<file path="config.mk">
export PLATFORM = sky130hd
export DESIGN_NAME = sat_counter
export DESIGN_NICKNAME = d
export VERILOG_FILES = /design/src/rtl/count_checker_pkg.sv /design/src/rtl/sat_counter.sv
export SDC_FILE = /design/constraint.sdc
export NUM_CORES = 1
export LEC_CHECK = 0
export BUFFER_PORTS_ARGS = -buffer_cell sky130_fd_sc_hd__buf_2
export CAP_MARGIN = 20
export CORE_AREA = 2 2 39 41
export DETAILED_ROUTE_END_ITERATION = 12
export DIE_AREA = 0 0 41 43
export PLACE_DENSITY = 0.62
export SETUP_SLACK_MARGIN = 0.5
export SLEW_MARGIN = 15
export SYNTH_ARGS = -nofsm -noshare
export SYNTH_HDL_FRONTEND = slang
export SYNTH_SLANG_ARGS = --single-unit
</file>
<file path="constraint.sdc">
create_clock -name clk -period 3.2 [get_ports clk]
set_clock_uncertainty 0.2 [all_clocks]
set_input_delay 0.16 -clock clk [delete_from_list [all_inputs] [get_ports clk]]
set_output_delay 0.16 -clock clk [all_outputs]
set_load 0.005 [all_outputs]
</file>
<file path="src/rtl/count_checker_pkg.sv">
// count_checker_pkg
//   Shared definitions for the counter-consistency monitor:
//   - state_e   : monitor FSM states (IDLE/ACQUIRE/LOCKED, encoded 00/01/10)
//   - DEF_*     : default values for the count_checker parameters
//   - RUN_W     : width of the consecutive-good-sample run counter
package count_checker_pkg;

  typedef enum logic [1:0] {
    IDLE    = 2'b00,
    ACQUIRE = 2'b01,
    LOCKED  = 2'b10
  } state_e;

  localparam int DEF_WIDTH    = 4;
  localparam int DEF_LOCK_CNT = 2;
  localparam int DEF_ERR_W    = 8;

  // The run counter only has to reach LOCK_CNT, which is at most 15.
  localparam int RUN_W = 4;

endpackage

</file>
<file path="src/rtl/sat_counter.sv">
// sat_counter
//   W-bit saturating up-counter with synchronous clear.
//   Ports:
//     clk      : clock
//     rstn     : asynchronous active-low reset, clears the count
//     inc_i    : count one event this cycle
//     clr_i    : synchronous clear
//     count_o  : current count (registered)
//   inc_i wins over clr_i: a clear that coincides with an event leaves the
//   count at 1, so the event that happened during the clear is not lost.
module sat_counter
  import count_checker_pkg::*;
#(
  parameter int W = DEF_ERR_W
) (
  input  logic         clk,
  input  logic         rstn,
  input  logic         inc_i,
  input  logic         clr_i,
  output logic [W-1:0] count_o
);

  logic [W-1:0] count_q;
  logic [W-1:0] count_d;

  always_comb begin
    count_d = count_q;
    if (inc_i) begin
      if (clr_i) begin
        count_d = W'(1);
      end else if (count_q != '1) begin
        count_d = count_q + 1'b1;
      end
    end else if (clr_i) begin
      count_d = '0;
    end
  end

  always_ff @(posedge clk or negedge rstn) begin
    if (!rstn) begin
      count_q <= '0;
    end else begin
      count_q <= count_d;
    end
  end

  assign count_o = count_q;

endmodule

</file>
==> summary.txt <==
Worst setup path
  • Worst path slowest cell: or4b_1
  • Critical path capture point type: flop
  • CP cell instances: ha_1 -> nand4_1 -> or4b_1 -> o21ai_0 -> nor2_1
  • Crit path buffers/inverters: 0
  • CP startpoint kind: flop
  • WP data required: 3140 ps
  • Cell family with most CP delay: simple AND/OR/NAND/NOR gates
  • CP arrival: 1690 ps
  • Maximum fanout along the worst path: 6
  • CP Class: flop to flop
  • Critical Path Max Stage Delay: 480 ps

Floorplan
  • Initial core utilization: 31.65%
  • I/O Pins: 12
  • Core Box Area: 1384 sq um
  • Placement Rows: 14
  • Die area: 1763 sq um
  • Die width: 41 um
  • Die Y: 43 um

Clocking
  • CTS sink cnt: 8
  • Post-CTS Setup Inserts: 0
  • CTS tree: built
  • Clock Pin Slew Worst Setup and Hold Paths: 60 ps
  • CTS hold repair buffers: 2
  • Post-CTS sizing: 0
  • Clock root cell: clkbuf_4
  • TritonCTS buffer count: 3
  • Max H-tree Level: 1
  • CTS max path bufs: 2
  • Worst-Skew Late Latency: 250 ps

Route
  • Residual DRC: 0
  • DR WL/cell: 12.10 um
  • TritonRoute pass-1 iters: 3
  • Antenna Violating Nets Remaining: 0
  • WL final: 956 um
  • Vias per inst: 5.329
  • Initial drt markers: 4
  • Total number of vias: 421

STA
  • Final period utilization: 54.78%
  • Tmin final: 1753 ps
  • Final Max Slew Viols: 0
  • RSZ-0062 raised after global routing: no
  • Finish-stage setup viols: 0
  • TNS Setup: 0 ps
  • Hold Vio Cnt, Final: 0
  • Worst slew pin tran: 292.8 ps
  • Relative slew slack: 80.27%
  • Max Clock Freq: 0.5705 GHz

Logic synthesis
  • Register area share after synthesis: 45.71%
  • FFs w/ async S/R, synth: 100.0%
  • Syn nets: 54
  • Synth warn: 0
  • Main synth FF type: dfrtp_1
  • Yosys reg bits: 8
  • Avg Inst Size Synth: 8.937 sq um
  • EDFF count, synth: 0
  • Cells after Synth: 49
  • Number of distinct library cells after synthesis: 20
  • Synth Cell Area: 437.9 sq um

GRT
  • Gr ovfl total: 0
  • First-pass GRT wire length: 1538 um
  • Gr usage total: 13.29%
  • Initial antenna violation count: 0
  • Largest net degree at the start of global routing: 10
  • Vias in the first global route: 366

Placement
  • Number of I/O port buffers: 11
  • Placed wire-length estimate: 711.4 um
  • GPL Wtd Cong: 0.7578

Run status
  • Status: finished, final reports clean

Power and ir drop
  • Max rail drop VDD: 0.1963 mV
  • Leakage: 0.0002365 uW
  • Pwr/cell area: 391.2 nW/um^2

Job
  • Max Cap Viol: 0

Layout
  • Largest register FFs: 8
  • Fraction of layout cells with a size suffix above 1: 23.81%
  • Commonest non-fill, non-tap cells in the layout: 11 x buf_2, 8 x dfrtp_1, 6 x nor2_1, 5 x nand2_1
  • N_diodes: 0
  • Fin util: 39.33%
  • Layout area overhead: 24.29%
  • Nets: 70
  • Most common cell after layout, fill and taps aside: buf_2

Min path
  • HP Class: input port to async pin
area by class of cell:
| class | instances | area, sq um |
|---|---|---|
| sequential | 8 | 200.2 |
| clock buffer | 3 | 22.52 |
| fill | 147 | 839.6 |
| timing repair buffer | 13 | 75.07 |
| tap | 16 | 20.02 |
| multi-input combinational | 39 | 226.5 |
routing by layer:
| layer | share of wire [%] | vias up | global-route usage (%) |
|---|---|---|---|
| met5 | 0 | - | 0 |
| li1 | - | 212 | - |
| met3 | 4.7 | 0 | 6.283 |
| met1 | 46 | 201 | 16.23 |
| met2 | 50 | 8 | 19.06 |
| met4 | 0 | 0 | 6.000 |
logic make-up after synthesis:
family | Yosys count | synth area share (%)
multiplexers | 2 | 4.572
buffers and inverters | 2 | 2.571
AO/OA/AOI/OAI | 10 | 14.00
adder cells (fa/ha/maj) | 1 | 2.857
flip-flops | 8 | 45.71
AND/OR/NAND/NOR | 26 | 30.29
metrics by stage:
step | hold WS (ps) | power, uW | std cells | area [sq um] | setup WS (ps)
global placement | -182.8 | 133.0 | 74 | 501.7 | 1508
global route | 87.72 | 227.0 | 79 | 544.3 | 1341
detailed placement | -180.1 | 133.8 | 74 | 501.7 | 1465
finish | 71.59 | 212.9 | 79 | 544.3 | 1447
CTS | 64.47 | 216.2 | 79 | 544.3 | 1449
floorplan | -335.6 | 124.3 | 49 | 437.9 | 1539
synthesized netlist by cell type, drive strengths merged, types with 2 or more instances:
| cell type | count | share of area (%) |
|---|---|---|
| o21ai | 4 | 4.6 |
| nand2 | 5 | 4.3 |
| nor2 | 6 | 5.1 |
| nand3 | 2 | 2.3 |
| nor3 | 4 | 4.6 |
| buf | 2 | 2.6 |
| nand4 | 3 | 4.3 |
| mux2i | 2 | 4.6 |
| dfrtp | 8 | 46 |
| a21oi | 4 | 4.6 |
power by group:
group          switching, uW  internal (uW)
clock                   36.3           43.1
combinational           12.2           11.4
sequential              5.13            105
total                   53.6            159
final timing paths:
check | from | endpoint | slack (ps) | cells past startpoint
max reg2reg | count_o[0] | count_o[6] | 1450 | 5
min in group clk | inc_i | count_o[3] | 70 | 3
min | rstn | count_o[3] | 70 | 2
max in group asynchronous | rstn | count_o[7] | 2560 | 2
min reg2reg | count_o[6] | count_o[6] | 380 | 2
max | count_o[0] | count_o[6] | 1450 | 5
worst reg2reg max path: cells and delay by family, from the launching register on:
family	cells	cell delay (ps)
AND/OR/NAND/NOR	3	680
flip-flops	1	420
adder cells (fa/ha/maj)	1	250
AO/OA/AOI/OAI	1	90
Note: power is estimated with default switching activity, not from simulation.
